<file path="src/rtl/photocell_array_detector.sv">
// photocell_array_detector
// Multi-channel photocell beam-interruption detector. Each channel
// synchronises and debounces its raw line. It then recognises a complete
// interruption (intact -> blocked -> intact) of at least MIN_BLOCK filtered
// cycles and emits a one-cycle pulse for it. Each pulse also bumps a
// saturating per-channel event counter. A beam blocked for STUCK_CYCLES is
// flagged as stuck until it is restored.
//
// Ports:
//   clk          system clock, rising edge
//   reset        asynchronous, active-high reset
//   sensor_in    raw photocell lines (1 = beam intact, 0 = interrupted)
//   enable       0 holds every detection FSM idle
//   clear_count  synchronous clear of all event counters
//   out_pulse    one-cycle pulse per valid interruption
//   stuck        level, channel blocked for >= STUCK_CYCLES
//   event_count  channel i at bits [i*CNT_W +: CNT_W]
module photocell_array_detector #(
  parameter int unsigned N_CH         = 2,
  parameter int unsigned DEB_CYCLES   = 4,
  parameter int unsigned MIN_BLOCK    = 2,
  parameter int unsigned STUCK_CYCLES = 1000,
  parameter int unsigned CNT_W        = 8
) (
  input  logic                    clk,
  input  logic                    reset,
  input  logic [N_CH-1:0]         sensor_in,
  input  logic                    enable,
  input  logic                    clear_count,
  output logic [N_CH-1:0]         out_pulse,
  output logic [N_CH-1:0]         stuck,
  output logic [N_CH*CNT_W-1:0]   event_count
);

  localparam int unsigned DEB_W = (DEB_CYCLES > 1) ? $clog2(DEB_CYCLES) : 1;
  localparam int unsigned BLK_W = $clog2(STUCK_CYCLES + 1);

  localparam logic [DEB_W-1:0] DEB_LAST   = DEB_W'(DEB_CYCLES - 1);
  localparam logic [BLK_W-1:0] BLK_MIN    = BLK_W'(MIN_BLOCK);
  localparam logic [BLK_W-1:0] BLK_PRESTK = BLK_W'(STUCK_CYCLES - 1);
  localparam logic [BLK_W-1:0] BLK_STUCK  = BLK_W'(STUCK_CYCLES);
  localparam logic [CNT_W-1:0] CNT_MAX    = '1;

  typedef enum logic [1:0] {
    ST_IDLE    = 2'd0,
    ST_BLOCKED = 2'd1,
    ST_STUCK   = 2'd2
  } state_t;

  genvar gi;
  for (gi = 0; gi < int'(N_CH); gi++) begin : g_ch
    logic             r_sync1;
    logic             r_sync2;
    logic             r_filt;
    logic [DEB_W-1:0] r_deb_cnt;
    state_t           r_state;
    state_t           w_state_nxt;
    logic [BLK_W-1:0] r_blk_cnt;
    logic [BLK_W-1:0] w_blk_nxt;
    logic             r_stuck;
    logic             w_stuck_nxt;
    logic             r_pulse;
    logic             w_pulse_nxt;
    logic [CNT_W-1:0] r_count;

    // Two-flop synchroniser plus debounce: filt follows the synchronised
    // level only after DEB_CYCLES consecutive disagreeing samples.
    always_ff @(posedge clk or posedge reset) begin
      if (reset) begin
        r_sync1   <= 1'b1;
        r_sync2   <= 1'b1;
        r_filt    <= 1'b1;
        r_deb_cnt <= '0;
      end else begin
        r_sync1 <= sensor_in[gi];
        r_sync2 <= r_sync1;
        if (r_sync2 != r_filt) begin
          if (r_deb_cnt == DEB_LAST) begin
            r_filt    <= r_sync2;
            r_deb_cnt <= '0;
          end else begin
            r_deb_cnt <= r_deb_cnt + DEB_W'(1);
          end
        end else begin
          r_deb_cnt <= '0;
        end
      end
    end

    // Detection FSM state and registered outputs.
    always_ff @(posedge clk or posedge reset) begin
      if (reset) begin
        r_state   <= ST_IDLE;
        r_blk_cnt <= '0;
        r_stuck   <= 1'b0;
        r_pulse   <= 1'b0;
      end else begin
        r_state   <= w_state_nxt;
        r_blk_cnt <= w_blk_nxt;
        r_stuck   <= w_stuck_nxt;
        r_pulse   <= w_pulse_nxt;
      end
    end

    // Next-state logic; disable overrides everything and parks the FSM.
    always_comb begin
      w_state_nxt = r_state;
      w_blk_nxt   = r_blk_cnt;
      w_stuck_nxt = r_stuck;
      w_pulse_nxt = 1'b0;
      if (!enable) begin
        w_state_nxt = ST_IDLE;
        w_blk_nxt   = '0;
        w_stuck_nxt = 1'b0;
      end else begin
        unique case (r_state)
          ST_IDLE: begin
            if (!r_filt) begin
              w_state_nxt = ST_BLOCKED;
              w_blk_nxt   = BLK_W'(1);
            end
          end
          ST_BLOCKED: begin
            if (!r_filt) begin
              if (r_blk_cnt >= BLK_PRESTK) begin
                w_state_nxt = ST_STUCK;
                w_blk_nxt   = BLK_STUCK;
                w_stuck_nxt = 1'b1;
              end else begin
                w_blk_nxt = r_blk_cnt + BLK_W'(1);
              end
            end else begin
              w_state_nxt = ST_IDLE;
              w_blk_nxt   = '0;
              w_pulse_nxt = (r_blk_cnt >= BLK_MIN);
            end
          end
          ST_STUCK: begin
            if (r_filt) begin
              w_state_nxt = ST_IDLE;
              w_blk_nxt   = '0;
              w_stuck_nxt = 1'b0;
            end
          end
          default: begin
            w_state_nxt = ST_IDLE;
            w_blk_nxt   = '0;
            w_stuck_nxt = 1'b0;
          end
        endcase
      end
    end

    // Saturating event counter; clear beats a same-cycle increment.
    always_ff @(posedge clk or posedge reset) begin
      if (reset) begin
        r_count <= '0;
      end else if (clear_count) begin
        r_count <= '0;
      end else if (w_pulse_nxt && (r_count != CNT_MAX)) begin
        r_count <= r_count + CNT_W'(1);
      end
    end

    assign out_pulse[gi]                   = r_pulse;
    assign stuck[gi]                       = r_stuck;
    assign event_count[gi*CNT_W +: CNT_W]  = r_count;
  end

endmodule

</file>
<file path="config.mk">
export PLATFORM = sky130hd
export DESIGN_NAME = photocell_array_detector
export DESIGN_NICKNAME = d
export VERILOG_FILES = /design/src/rtl/photocell_array_detector.sv
export SDC_FILE = /design/constraint.sdc
export NUM_CORES = 1
export LEC_CHECK = 0
export BUFFER_PORTS_ARGS = -buffer_cell sky130_fd_sc_hd__buf_2
export CAP_MARGIN = 20
export CELL_PAD_IN_SITES_DETAIL_PLACEMENT = 1
export CELL_PAD_IN_SITES_GLOBAL_PLACEMENT = 1
export CORE_ASPECT_RATIO = 1.1
export CORE_UTILIZATION = 50
export CTS_BUF_LIST = sky130_fd_sc_hd__clkbuf_16
export DETAILED_ROUTE_END_ITERATION = 8
export GPL_ROUTABILITY_DRIVEN = 0
export PLACE_DENSITY_LB_ADDON = 0.1
export SETUP_SLACK_MARGIN = 0.1
export SLEW_MARGIN = 20
export SYNTH_ARGS = -nofsm -noshare
export SYNTH_HDL_FRONTEND = slang
export SYNTH_SLANG_ARGS = --single-unit
</file>
<file path="constraint.sdc">
create_clock -name clk -period 4.1 [get_ports clk]
set_input_delay 0.41 -clock clk [delete_from_list [all_inputs] [get_ports clk]]
set_output_delay 0.41 -clock clk [all_outputs]
set_load 0.005 [all_outputs]
</file>
After elaboration in Yosys (flattened, before gate mapping) --
Index checks and enable logic that the tools add are counted.
Storage, ports and cells: register bits 54, latch bits 0, RAM bits 0, bits in read-only memories 0, input bits 6, output and inout bits 20, word-level logic and storage cells 112, memories 0
Cells by class: add/subtract/negate cells 6, $mul 0, div/mod/pow operators 0, order comparisons 4, eq/ne operators 22, shift-type cells 0, muxes and demuxes 48, bitwise gates (word level) 0, reductions and logical operators 14
Operators with widths (number):
- two-way mux 10 bit | 10
- one-hot mux 10 bit (3 select lines) | 2
- two-way mux 8 bit | 4
- two-way mux 2 bit | 14
- inequality test 3 bit, second input constant | 8
- adder 10 x 1 -> 10 bit, second input constant | 2
- greater-or-equal comparator 10 bit, second input constant | 2
- greater-or-equal comparator 10 x 2 -> 1 bit, second input constant | 2
- adder 8 x 1 -> 8 bit, second input constant | 2
- inequality test 8 bit, second input constant | 2
- two-way mux 1 bit | 14
- one-hot mux 2 bit (3 select lines) | 2
- == test 2 bit, second input constant | 4
- inequality test 4 bit, second input constant | 2
- AND reduction 2 bit | 4
- AND reduction 4 bit | 2
- one-hot mux 1 bit (3 select lines) | 2
- AND reduction 3 bit | 2
- adder 2 x 1 -> 2 bit, second input constant | 2
- == test 2 x 1 -> 1 bit, second input constant | 2
- zero test 2 bit | 2
- inequality test 2 bit, second input constant | 2
- nonzero test 2 bit | 2
- logical AND 1 bit | 2
- inequality test 1 bit | 2

Depth between registers and ports, before layout --
Gate-level depths: netlist of the first run.
depth in word-level cells 7, depth in mapped cells 8, depth with buffers taken out 7

Worst setup path after synthesis of the first run --
Ideal clock, no wire load.
kind register to register, start point register g_ch[1].r_blk_cnt[0], end point register g_ch[1].r_count[6], setup time 99 ps, data arrival time 1765 ps, required time 4001 ps, path slack 2235 ps, stages on the path, launching flop included 7, path buffers 0, clock period less this slack 1865 ps, path through dfrtp_1 > inv_1 > ha_1 > or4_4 > o31ai_4 > nor3_1 > a311oi_1
Between the ends: cells in the longest elaborated chain, start to end 6
RTL lines:
- start, declared | line 58 | logic [BLK_W-1:0] r_blk_cnt;
- start signal, assigned | line 99 | r_blk_cnt <= w_blk_nxt;
- greater-or-equal comparator 10 x 2 -> 1 bit | line 135 | w_pulse_nxt = (r_blk_cnt >= BLK_MIN);
- two-way mux 1 bit | line 124 | if (!r_filt) begin
- two-way mux 1 bit | line 116 | unique case (r_state)
- two-way mux 1 bit | line 111 | if (!enable) begin
- logical AND 1 bit | line 160 | end else if (w_pulse_nxt && (r_count != CNT_MAX)) begin
- nonzero test 2 bit (no source line)
- end signal, assigned | line 161 | r_count <= r_count + CNT_W'(1);
- end, declared | line 64 | logic [CNT_W-1:0] r_count;
No other way between the ends. A chain may end at the register's enable or synchronous reset.

Worst setup path in the final report of the first run --
Ends and elaborated chain as after synthesis.

==> results of run 1 <==
sequential cells by signal, summed over array words and instances (netlist names):
| name | cells |
|---|---|
| g_ch.r_sync2 | 2 |
| g_ch.r_blk_cnt | 20 |
| g_ch.r_state | 4 |
| g_ch.r_sync1 | 2 |
| g_ch.r_deb_cnt | 4 |
| g_ch.r_pulse | 2 |
| g_ch.r_count | 16 |
| g_ch.r_filt | 2 |
| g_ch.r_stuck | 2 |
cell type report:
cell class | instances | area (sq um)
fill | 625 | 2270
multi-input combinational | 209 | 1400
sequential | 54 | 1360
timing repair buffer | 28 | 148
clock buffer | 5 | 125
tap | 75 | 93.8
inverter | 14 | 52.6
clock inverter | 3 | 47.5
synth_stat cells (5+ instances only):
cell type / number / area, sq um
sky130_fd_sc_hd__a21o_1: 6 / 45.0
sky130_fd_sc_hd__a21oi_1: 17 / 85.1
sky130_fd_sc_hd__a22o_1: 6 / 52.6
sky130_fd_sc_hd__and3_1: 8 / 50.1
sky130_fd_sc_hd__clkbuf_1: 11 / 41.3
sky130_fd_sc_hd__dfrtp_1: 48 / 1200
sky130_fd_sc_hd__dfstp_2: 6 / 158
sky130_fd_sc_hd__ha_1: 8 / 100
sky130_fd_sc_hd__inv_1: 14 / 52.6
sky130_fd_sc_hd__nand2_1: 17 / 63.8
sky130_fd_sc_hd__nand3_1: 13 / 65.1
sky130_fd_sc_hd__nand4_1: 5 / 31.3
sky130_fd_sc_hd__nor2_1: 14 / 52.6
sky130_fd_sc_hd__nor2b_1: 5 / 31.3
sky130_fd_sc_hd__nor3_1: 8 / 40.0
sky130_fd_sc_hd__o21ai_0: 21 / 105
sky130_fd_sc_hd__o31ai_1: 9 / 67.6
sky130_fd_sc_hd__or4_1: 5 / 37.5
critical path: cells and delay by family (launching register included):
family | cells | cell delay, ns
simple gates | 2 | 0.63
fa+ha+maj | 1 | 0.21
buf+inv | 1 | 0.09
flops | 1 | 0.38
compound gates | 2 | 0.68
stage by stage:
stage               hold slack (ns)  total power [W]  worst slack [ns]  cells   util
finish                        0.212          0.00138              2.01    388  0.587
global route                  0.200          0.00145              1.89    388  0.587
detailed placement            0.355         0.000894              2.04    380  0.556
global placement              0.348         0.000875              2.15    380  0.556
CTS                           0.206          0.00139              1.99    388  0.587
floorplan                     0.345         0.000830              2.24    295      -
power breakdown:
part / switching [W] / total [W] / leakage, nW / internal [W]
clock network: 0.000198 / 0.000490 / 0.0848 / 0.000293
logic: 0.000134 / 0.000242 / 0.666 / 0.000108
registers: 0.0000573 / 0.000643 / 0.723 / 0.000586
layer usage:
metal / vias to the layer above / global-route usage
met5: - / 0
met4: 0 / 0.0736
met3: 8 / 0.0454
met2: 40 / 0.416
met1: 1203 / 0.314
li1: 1130 / -
worst paths after layout:
kind                                                     to  cells after the start
min in group asynchronous    g_ch[0].r_count[6]$_DFFE_PP0P_                      3
max reg2reg                  g_ch[1].r_count[6]$_DFFE_PP0P_                      6
max                          g_ch[1].r_count[6]$_DFFE_PP0P_                      6
min reg2reg                       g_ch[0].r_sync2$_DFF_PP1_                      0
min                               g_ch[0].r_sync1$_DFF_PP1_                      1
max in group asynchronous  g_ch[0].r_blk_cnt[9]$_DFFE_PP0P_                      3
kinds of logic after synthesis:
kind of cell,count (synthesis),share of synthesized area
AO/OA/AOI/OAI,88,0.211
XOR/XNOR,4,0.0121
adder cells (fa/ha/maj),10,0.0414
buffers and inverters,32,0.0475
flip-flops,54,0.469
multiplexers,4,0.0151
AND/OR/NAND/NOR,103,0.204
==> impl.org, run 1 <==
** Run status
- Run status :: finished, final reports clean

** Die
- 26 I/O pins were placed.
- Area of the die :: 6110 sq um
- The die is 81.9 um tall.
- Standard-cell rows :: 28
- Starting Density :: 0.527
- Core ar. :: 5500 sq um
- From left edge to right edge, the die measures 74.6 um.

** Clock tree
- The H-tree was split into 2 levels.
- CTS Buffer Depth :: 2
- Post-CTS sizing :: 0
- Clk pin slew, worst setup/hold paths :: 0.07 ns
- Post-cts hold buffer count :: 0
- The later pin in the worst-skew pair is clocked with a latency of 0.29 ns.
- TritonCTS built the clock tree.
- Buffer type at the clock tree root :: sky130_fd_sc_hd__clkbuf_16
- TritonCTS Buffers :: 5
- Once the clock tree was built, the setup fixing pass inserted 0 buffers.
- Counting every sink on the clock net gives 54.

** Min path
- Worst hold-check path type :: in -> reg
- The worst hold path begins at sensor_in[0].

** STA
- Setup TNS Final :: 0 ns
- The number of hold violations in the final report is 0.
- For the pin with the worst max-slew slack, the measured transition is 0.813 ns.
- Between clock sinks in the finished design, the worst skew comes to 0.00267 ns.
- Setup violations remaining at the end of the flow were counted as 0.
- The number of pins with negative max-slew slack in the final report is 0.
- In this run the tightest slew margin relative to its limit is 0.451.
- Static timing analysis puts the maximum clock frequency at 0.479 GHz.
- The routed design could run at a clock period as short as 2.09 ns.
- In the finished design, the share of the clock period the worst path needs comes to 0.509.
- Setup repair after global routing left no endpoint under its margin.

** Final layout
- Share of layout cells above drive strength 1 :: 0.173
- Diodes inserted :: 0
- Leaving out fill and tap cells, the most frequent cell in the layout is sky130_fd_sc_hd__dfrtp_1.
- Summing all non-filler instances in the final layout gives an area of 3230 sq um.
- After the last flow step, the layout net total stands at 326.
- The area growth from synthesis to layout is 11.3%.
- The top cell types in the final layout, fill and taps aside, are sky130_fd_sc_hd__dfrtp_1, sky130_fd_sc_hd__buf_2, sky130_fd_sc_hd__o21ai_0, sky130_fd_sc_hd__nand2_1, sky130_fd_sc_hd__a21oi_1.

** Global routing
- Gr usage total :: 0.244
- The via count of the first global-routing pass is 2288.
- The initial antenna violation count came to 0.
- Pin count of the biggest net entering global routing :: 55
- The first global-routing pass estimated 11.4 mm of wire.
- For this run the aggregate overflow at the end of global routing stands at 0.

** Pwr
- For this design the ratio of total power to cell area is 426 nW/um^2.
- Summed over all cells, the static leakage comes to 1.47 nW.
- Maximum resistive drop on vdd :: 0.362 mV

** Route
- DRC violation count after routing :: 0
- Detailed routing placed a total of 3.41 mm of wire on met2.
- Detailed Routing Iterations Pass 1 :: 4
- Routed wire length :: 6.91 mm
- Count of nets left with antenna violations after detail routing :: 0
- Post-detailed-route wirelength per cell :: 17.8 um
- In the final routing, the length of wire on met1 measures 3.20 mm.
- First DRT Iteration DRCs :: 140
- DR vias :: 2381
- The highest metal layer carrying signal wires in the routed design is met4.
- Routed wire length on met3 :: 201 um
- Using the TritonRoute via totals, the vias-per-cell ratio works out to 6.14.

** Critical path
- Arrival @ worst endpoint :: 2.28 ns
- Maximum net fanout on the critical path :: 8
- The most critical setup path has its startpoint at g_ch[1].r_blk_cnt[0]$_DFFE_PP0P_.
- The worst setup path is launched from a flop.
- The largest single stage delay on the critical path is 0.54 ns.
- Element type at the critical path end :: flop
- Required time of the critical path :: 4.29 ns
- Critical Path, Cell by Cell :: inv_1, ha_1, or4_4, o31ai_4, nor3_1, a311oi_1
- The setup path with the least slack is of type reg -> reg.
- Master of the slowest instance on the critical path :: sky130_fd_sc_hd__or4_4
- Reg2reg setup slack :: 2.01 ns
- The worst register-to-register path begins at g_ch[1].r_blk_cnt[0]$_DFFE_PP0P_.

** Placed design
- After legalization and detailed placement, the total HPWL measured 4.74 mm.
- Number of input and output port buffers inserted :: 25
- In this run the cell area measured after placement is 3060 sq um.

** Logic synthesis
- Net count after synthesis :: 309
- Cell area after synthesis :: 2900 sq um
- A synthesized cell averages 9.83 sq um.
- The synthesized design contains 54 register bits.
- The synthesized netlist contains 59 unique library cells.
- Asr flop ratio synth :: 1.00
- Primary FF master, synth :: sky130_fd_sc_hd__dfrtp_1
- Seq/Total Area, Yosys :: 0.469
- The synthesized design contains 0 enable-type register cells.
- The cell count after synthesis came out at 295.
- The Yosys step of the flow raised 0 warnings.

** Run
- Max-cap check violation count :: 0
(Power assumes the default switching activity.)
==> run 2: changes to the inputs <==
- ABC_AREA: default -> 1
- CORE_UTILIZATION: 50 -> 40
- clock period: 4.1 -> 1.9 ns (I/O delays scaled with it)
==> run 2 against run 1 <==
Maximum frequency increased by 28%. Flip-flop and latch count unchanged. Hold slack improved by 0.065 ns. Register-to-register slack got worse by 1.7 ns. Area after synthesis increased by 11%. Synthesized cell count increased by 48%. Sequential power increased by 130%. Combinational power increased to 3.3 times the previous value. Wire length increased by 10%. Largest power group unchanged.
==> impl.org, run 2 <==
** Clock tree
- Clock latency reported for the late side of the worst-skew pair :: 0.29 ns (about the same)
- The H-tree depth is 2 (unchanged).
- TritonCTS built the clock tree.
- Post-CTS sizing :: 0 (unchanged)
- Clk pin slew, worst setup/hold paths :: 0.07 ns (about the same)
- The number of buffers inserted by hold repair at cts came to 2 (+2).
- In this run the clock root is driven by a sky130_fd_sc_hd__clkbuf_16.
- Post-CTS repair timing setup buffer count :: 0 (unchanged)
- The worst-case clock buffer depth is 2 (unchanged).
- The number of sinks driven by the clock tree came to 54 (unchanged).
- TritonCTS Buffers :: 5 (unchanged)

** Logic synthesis
- The total of flip-flops plus latches after synthesis was 54 (unchanged).
- The async set-or-reset flop fraction in the synthesized netlist came to 1.00 (unchanged).
- The post-synthesis cell count came to 436 (+48%).
- For this run, the leading register cell type out of synthesis is sky130_fd_sc_hd__dfrtp_1.
- Syn Area/Cell :: 7.37 sq um (-25%)
- The number of nets produced by synthesis is 450 (+46%).
- Ranked by total cell area, the synthesized netlist is headed by sky130_fd_sc_hd__dfrtp_1, sky130_fd_sc_hd__nand2_1, sky130_fd_sc_hd__nand3_1, sky130_fd_sc_hd__nor2_1, sky130_fd_sc_hd__inv_1.
- The share of the synthesized area in the top cell type came to 0.374 (-0.0402).
- The sequential share of the synthesized area was 0.423 (-0.0454).
- The largest total area in the synthesized netlist belongs to sky130_fd_sc_hd__dfrtp_1.
- The count of unique library cells instantiated by Yosys came to 35 (-41%).
- The number of enable-type register cells in the synthesized netlist was 0 (unchanged).
- Top post-synthesis cells by count :: sky130_fd_sc_hd__nand2_1, sky130_fd_sc_hd__nor2_1, sky130_fd_sc_hd__inv_1
- The netlist area before placement came to 3210 sq um (+11%).
- Most repeated cell in the gate-level netlist after synthesis :: sky130_fd_sc_hd__nand2_1
- The number of warnings issued by yosys is 0 (unchanged).

** Critical path
- The signal on the critical path passes through inv_1, ha_1, or2_2, nor2_1, nand2_1, nand3_4, nand2_4, nand2_1, nand2_1.
- Capturing point of the worst reg2reg path :: g_ch[0].r_count[4]$_DFFE_PP0P_
- The flop-to-flop setup slack is 0.27 ns (-1.74 ns).
- Register-to-Register Path Depth :: 9 (+3)
- The required arrival time at the worst endpoint came to 2.08 ns (-2.21 ns).
- The maximum fanout count along the critical path came to 9 (+1).
- The startpoint identified for the worst register-to-register timing path is g_ch[0].r_blk_cnt[0]$_DFFE_PP0P_.
- Critical path's top delay family :: simple AND/OR/NAND/NOR gates
- Buffering stage count on the worst path with inverters included :: 1 (unchanged)
- The worst setup path is launched from a flop.
- The worst setup path is captured at a flop.
- Master of the slowest instance on the critical path :: sky130_fd_sc_hd__dfrtp_1
- Critical path class :: reg -> reg
- Among the stages of the critical path, the cell type that occurs most often is sky130_fd_sc_hd__nand2_1.
- The data arrival time at the worst-slack endpoint was 1.81 ns (-0.47 ns).
- The biggest cell delay along the critical path is 0.40 ns (-0.14 ns).

** Final layout
- Synth-to-Final Area Change :: 12.3%
- The net count reported at finish came to 480 (+47%).
- More flip-flops sit in one register than any other, and that register is g_ch.r_blk_cnt.
- Leading cell type in the layout, fill and taps excluded :: sky130_fd_sc_hd__nand2_1
- The diode insertion count for antenna repair came to 0 (unchanged).
- Max FFs per register :: 20 (unchanged)
- The fraction of layout instances using a drive strength above 1 came to 0.150 (-0.0223).
- Most frequent cells in the layout :: sky130_fd_sc_hd__nand2_1, sky130_fd_sc_hd__nor2_1, sky130_fd_sc_hd__inv_1, sky130_fd_sc_hd__nand3_1, sky130_fd_sc_hd__dfrtp_1
- The end-of-flow core utilization was 0.475 (-0.112).
- Top flop regs :: g_ch.r_blk_cnt: 20 flops, g_ch.r_count: 16 flops

** Pwr
- The part of the power in registers came to 0.473 (+0.006).
- P per Cell Area :: 871 nW/um^2 (+100%)
- Fraction of power consumed by the clock network :: 0.274 (-0.082)
- Switching power :: 0.00107 W (+170%)
- Static Leakage :: 1.84 nW (+25%)
- The switching share of total power came to 0.339 (+0.0560).
- The power after layout was 0.00314 W (+130%).
- The worst-case vdd ir drop is 0.408 mV (+13%).
- The logic gate share of total power was 0.253 (+0.077).
- Cell-internal power :: 0.00208 W (+110%)

** STA
- The headroom to the max-slew limit is 0.777 (+0.326).
- The clock tree skew after final layout is 0.00458 ns (+0.00192 ns).
- Peak Freq :: 0.615 GHz (+28%)
- The number of pins with negative max-slew slack in the final report was 0 (unchanged).
- Slew of the pin with the lowest slew margin :: 0.332 ns (-0.481 ns)
- Setup TNS Final :: 0 ns (unchanged)
- Setup repair after global routing missed its margin :: no
- # setup viols final :: 0 (unchanged)
- Min Clock Period, post-route :: 1.63 ns (-0.461 ns)
- The number of hold violations in the final report is 0 (unchanged).
- Tcrit/Tclk final :: 0.855 (+0.347)

** Global routing
- The via count of the first global-routing pass was 2882 (+26%).
- The wire length of the first global-routing pass was 13.3 mm (+17%).
- Total grt overflow :: 0 (unchanged)
- Initial antenna violation count :: 0 (unchanged)
- Gr usage total :: 0.201 (-0.0431)
- The largest net degree at the start of global routing came to 55 (unchanged).

** Die
- The chip height came to 96.0 um (+17%).
- Count of pins on the block boundary :: 26 (unchanged)
- The cell row count came to 33 (+18%).
- Die X :: 87.4 um (+17%)
- Area of the die :: 8390 sq um (+37%)
- The initial core utilization was 0.423 (-0.105).
- Core ar. :: 7600 sq um (+38%)

** Route
- Count of nets left with antenna violations after detail routing :: 0 (unchanged)
- Drt via density :: 4.99 (-19%)
- The sum of routed wire length over all layers was 7.60 mm (+10%).
- The routed length per placed instance is 13.3 um (-25%).
- The first-pass iteration count of the detailed router is 4 (unchanged).
- The DRC violation count after routing was 0 (unchanged).
- DR vias :: 2847 (+20%)
- First DRT Iteration DRCs :: 90 (-36%)

** Min path
- The worst hold path belongs to the class in -> reg.
- The cell count of the worst hold path was 3 (+2).
- The worst hold path terminates at g_ch[1].r_blk_cnt[0]$_DFFE_PP0P_.
- Hold wc startpoint :: enable

** Placed design
- The number of input and output port buffers inserted is 25 (unchanged).
- Post-detailed-placement half-perimeter wirelength :: 5.77 mm (+22%)

** Run
- The number of maximum-capacitance constraint violations came to 0 (unchanged).

** Run status
- The flow ran to the end, and the final reports show no timing, DRC or antenna violations.
run 2: cell types whose count changed in the layout (fill, tap and decap cells not counted), sizes merged, moves of 5 or more:
cell and change:
nor2b -5, a21o -6, or4 -7, o31ai -9, nand2 +121, and3 -8, a22o -6, nand3 +45
inv +42, a21oi -12, nor2 +47
run 2: worst min-delay path, stage by stage:
cell and delay, ns:
sky130_fd_sc_hd__buf_2 0.17, sky130_fd_sc_hd__nand2_1 0.09, sky130_fd_sc_hd__o21ai_1 0.07
run 2: cell type report:
type / count / area (sq um)
clock buffers: 5 / 125
clock inverters: 2 / 7.51
fillers: 1025 / 3990
inverters: 57 / 219
multi-input cells: 316 / 1570
flip-flops and latches: 54 / 1360
well taps: 105 / 131
repair buffers: 32 / 198
run 2: through the flow:
stage	setup WS (ns)	hold WS, ns	area [sq um]	cells
2_1_floorplan	0.405	0.194	3210	436
6_report	0.275	0.277	3610	571
4_1_cts	0.267	0.000528	3600	570
3_3_place_gp	0.352	0.267	3450	561
5_1_grt	0.128	0.293	3610	571
3_5_place_dp	0.282	0.271	3450	561
run 2: power groups by stage:
stage | registers (W) | clock network (W) | logic, W
after floorplan | 0.00146 | 0 | 0.000622
after global placement | 0.00149 | 0 | 0.000784
after detailed placement | 0.00151 | 0 | 0.000805
after CTS | 0.00149 | 0.000892 | 0.000814
after global routing | 0.00151 | 0.000925 | 0.000917
final | 0.00149 | 0.000860 | 0.000796
run 2: logic make-up (layout without fill, tap and decap cells):
logic type / after synthesis / count (layout) / share of synthesized area
buffers and inverters: 66 / 96 / 0.0884
adder cells (fa/ha/maj): 8 / 8 / 0.0312
flip-flops: 54 / 54 / 0.423
AND/OR/NAND/NOR: 270 / 270 / 0.387
XOR/XNOR: 3 / 3 / 0.00818
AO/OA/AOI/OAI: 35 / 35 / 0.0619
run 2: metal layers:
metal  share of wire  vias up  wire length (um)  track usage
met5               0        -                 0            0
met4          0.0089        0                68       0.0451
met3           0.025        7               191       0.0274
met2            0.50       35              3790        0.358
met1            0.47     1376              3550        0.259
li1                -     1429                 -            -
run 2: worst max path at each step:
stage / slack (ns) / endpoint / cells past startpoint / start
after floorplan: 0.41 / g_ch[0].r_blk_cnt[0]$_DFFE_PP0P_ / 1 / reset
after global placement: 0.35 / g_ch[0].r_count[3]$_DFFE_PP0P_ / 9 / g_ch[0].r_blk_cnt[0]$_DFFE_PP0P_
after detailed placement: 0.28 / g_ch[0].r_count[5]$_DFFE_PP0P_ / 9 / g_ch[0].r_blk_cnt[0]$_DFFE_PP0P_
after CTS: 0.27 / g_ch[0].r_count[5]$_DFFE_PP0P_ / 9 / g_ch[0].r_blk_cnt[0]$_DFFE_PP0P_
after global routing: 0.13 / g_ch[0].r_count[3]$_DFFE_PP0P_ / 9 / g_ch[0].r_blk_cnt[0]$_DFFE_PP0P_
final: 0.27 / g_ch[0].r_count[4]$_DFFE_PP0P_ / 9 / g_ch[0].r_blk_cnt[0]$_DFFE_PP0P_
==> run 3: changes to the inputs <==
- CORE_UTILIZATION: 40 -> 41
- CTS_BUF_LIST: sky130_fd_sc_hd__clkbuf_16 -> sky130_fd_sc_hd__clkbuf_4
==> run 3 against run 2 <==
Power decreased by 6.4%. Setup slack lost 0.021 ns. Hold slack got worse by 0.11 ns. Clock skew increased by 0.0045 ns. Final area decreased by 1.5%. Die area fell by 2.4%. Via count is 2.1% higher. Critical path depth is the same. Combinational power grew 3.1%. Wire length is 8.4% higher. Global-route usage grew 2.2 points. Register-to-register slack got worse by 0.02 ns. Critical endpoint is now g_ch[0].r_count[5]$_DFFE_PP0P_. Largest power group unchanged.
==> impl.org, run 3 (synthesis gave the netlist of run 2 again) <==
** Die
- The number of I/O pins is 26 (unchanged).
- Die X :: 86.4 um (-1.2%)
- The initial core utilization came to 0.427 (+0.00465).
- The chip height was 94.8 um (-1.2%).
- The area of the placeable core was 7510 sq um (-1.1%).
- Standard-cell rows :: 33 (unchanged)
- Area of the die :: 8190 sq um (-2.4%)

** Placed design
- The instance area at placement came to 3450 sq um (+0.22%).
- The HPWL after detailed placement came to 6.33 mm (+9.8%).
- The number of input and output port buffers inserted was 25 (unchanged).
- The pre-CTS setup slack is 0.265 ns (-0.0170 ns).

** Critical path
- Required time of the critical path :: 2.19 ns (+0.11 ns)
- The number of cells on the worst reg-to-reg path was 9 (unchanged).
- Element type at the critical path start :: flop
- The worst setup path is captured at a flop.
- The maximum fanout count along the critical path is 9 (unchanged).
- The data arrival time at the worst-slack endpoint came to 1.93 ns (+0.12 ns).
- Critical path class :: reg -> reg

** Global routing
- The met1 track demand over resource in global routing is 0.281 (+0.0222).
- The global routing usage on met2 came to 0.402 (+0.0440).
- The largest net degree at the start of global routing came to 25 (-55%).
- Vias in the first global route :: 3030 (+5.1%)
- The total routing resource utilization after global routing was 0.224 (+0.0224).
- Global-route wire length before repair :: 14.4 mm (+8.5%)
- The initial antenna violation count came to 0 (unchanged).
- The global-route met3 utilization is 0.0288 (+0.00140).
- The remaining global-route overflow is 0 (unchanged).
- Most congested layer reported by global routing :: met2

** Final layout
- The net count reported at finish is 481 (+0.21%).
- The number of flip-flops in the largest register was 20 (unchanged).
- Share of layout cells above drive strength 1 :: 0.154 (+0.00396)
- Relative to the synthesized area, the layout overhead comes to 10.7%.
- Biggest register :: g_ch.r_blk_cnt
- The diode insertion count for antenna repair is 0 (unchanged).
- Number of filler cells placed in the layout :: 996 (-2.8%)
- The library cell used most frequently in the layout, excluding fill and tap cells, is sky130_fd_sc_hd__nand2_1.
- Top flop regs :: g_ch.r_blk_cnt: 20 flops, g_ch.r_count: 16 flops
- The final standard cell area without fillers is 3550 sq um (-1.5%).
- Most frequent cells in the layout :: sky130_fd_sc_hd__nand2_1, sky130_fd_sc_hd__nor2_1, sky130_fd_sc_hd__inv_1, sky130_fd_sc_hd__nand3_1, sky130_fd_sc_hd__dfrtp_1

** STA
- Setup TNS Final :: 0 ns (unchanged)
- Min Clock Period, post-route :: 1.65 ns (+0.0213 ns)
- The final period utilization is 0.867 (+0.0112).
- Final Hold Viols :: 0 (unchanged)
- Max Slew Vio Count :: 0 (unchanged)
- The setup violation total in the final timing report came to 0 (unchanged).
- The worst-margin pin slew was 0.563 ns (+0.231 ns).
- Worst-case setup margin in the final layout :: 0.254 ns (-0.0213 ns)
- The headroom to the max-slew limit was 0.624 (-0.152).
- Clk_skew :: 0.00908 ns (+0.00450 ns)
- Setup repair after global routing missed its margin :: no
- The final hold slack was 0.170 ns (-0.107 ns).
- Peak Freq :: 0.607 GHz (-1.3%)

** Route
- The routed length per placed instance was 14.4 um (+8.2%).
- DR vias :: 2908 (+2.1%)
- The sum of routed wire length over all layers was 8.24 mm (+8.4%).
- The average vias per placed instance is 5.08 (+2.0%).
- The DRC violation count after routing was 0 (unchanged).
- Count of nets left with antenna violations after detail routing :: 0 (unchanged)
- Detailed Routing Iterations Pass 1 :: 4 (unchanged)
- First DRT Iteration DRCs :: 131 (+46%)

** Clock tree
- Post-CTS repair timing setup buffer count :: 0 (unchanged)
- Sinks on the clock net :: 54 (unchanged)
- TritonCTS built the clock tree.
- The worst-case clock buffer depth was 2 (unchanged).
- H-Tree Depth :: 2 (unchanged)
- Clock tree synthesis selected as its root buffer the cell sky130_fd_sc_hd__clkbuf_4.
- Clk pin slew, worst setup/hold paths :: 0.16 ns (+0.09 ns)
- The clock latency of the later-clocked register in the worst-skew pair is 0.38 ns (+0.09 ns).
- The total clock buffers created by CTS came to 5 (unchanged).

** Min path
- Worst hold-check path type :: in -> reg
- Worst Hold Depth :: 3 (unchanged)

** Pwr
- The worst-case vdd ir drop is 0.312 mV (-24%).
- P per Cell Area :: 827 nW/um^2 (-5.0%)
- The static leakage power is 1.81 nW (-1.5%).
- The power after layout was 0.00294 W (-6.4%).

** Run
- The number of maximum-capacitance constraint violations came to 0 (unchanged).

** Run status
- Run status :: finished, final reports clean
run 3: changes by cell type in the layout (fill, tap and decap cells not counted), sizes merged:
cell    before  now
buf         29   30
clkinv       1    2
inv         58   56
bufinv       0    1
run 3: through the flow:
stage	util	instances
after floorplan	-	436
after global placement	0.460	562
after detailed placement	0.460	562
after CTS	0.473	572
after global routing	0.473	572
final	0.473	572
run 3: repair_timing:
item | 4_1_cts | 5_1_grt
hold buffers | 3 | 0
resized for setup | 0 | 0
endpoints found under the hold margin | 19 | 0
run 3: routing by layer:
layer	wire (um)	vias up
met4	108	0
met5	0	-
met2	4250	38
met1	3670	1425
met3	203	10
li1	-	1435
run 3: final timing paths:
kind | start | endpoint | slack [ns]
min in group asynchronous | reset | g_ch[1].r_count[7]$_DFFE_PP0P_ | 0.39
worst min-delay path | enable | g_ch[1].r_blk_cnt[0]$_DFFE_PP0P_ | 0.17
worst max register to register | g_ch[0].r_blk_cnt[0]$_DFFE_PP0P_ | g_ch[0].r_count[5]$_DFFE_PP0P_ | 0.25
worst min register to register | g_ch[0].r_sync1$_DFF_PP1_ | g_ch[0].r_sync2$_DFF_PP1_ | 0.37
worst max-delay path | g_ch[0].r_blk_cnt[0]$_DFFE_PP0P_ | g_ch[0].r_count[5]$_DFFE_PP0P_ | 0.25
max in group asynchronous | reset | g_ch[1].r_filt$_DFFE_PP1P_ | 0.85
run 3: power by group:
| part | internal [W] | total (W) | switching (W) | leakage, nW |
|---|---|---|---|---|
| Combinational | 0.000298 | 0.000821 | 0.000524 | 1.06 |
| Sequential | 0.00131 | 0.00148 | 0.000171 | 0.717 |
| Clock | 0.000267 | 0.000638 | 0.000371 | 0.0387 |
run 3: worst max-delay path, cell delays in order, from the launching register on:
cell                      delay, ns
sky130_fd_sc_hd__dfrtp_1       0.42
sky130_fd_sc_hd__inv_1         0.08
sky130_fd_sc_hd__ha_1          0.19
sky130_fd_sc_hd__or2_2         0.26
sky130_fd_sc_hd__nor2_1        0.14
sky130_fd_sc_hd__nand2_1       0.11
sky130_fd_sc_hd__nand3_4       0.14
sky130_fd_sc_hd__nand2_4       0.10
sky130_fd_sc_hd__nand2_1       0.07
sky130_fd_sc_hd__nand2_1       0.05
run 3: layout make-up:
type / count / area [sq um] / share of cell area
clock inverters: 2 / 33.8 / 0.00950
well taps: 105 / 131 / 0.0370
inverters: 57 / 219 / 0.0616
flip-flops and latches: 54 / 1360 / 0.382
clock buffers: 5 / 37.5 / 0.0106
repair buffers: 33 / 205 / 0.0577
multi-input cells: 316 / 1570 / 0.441
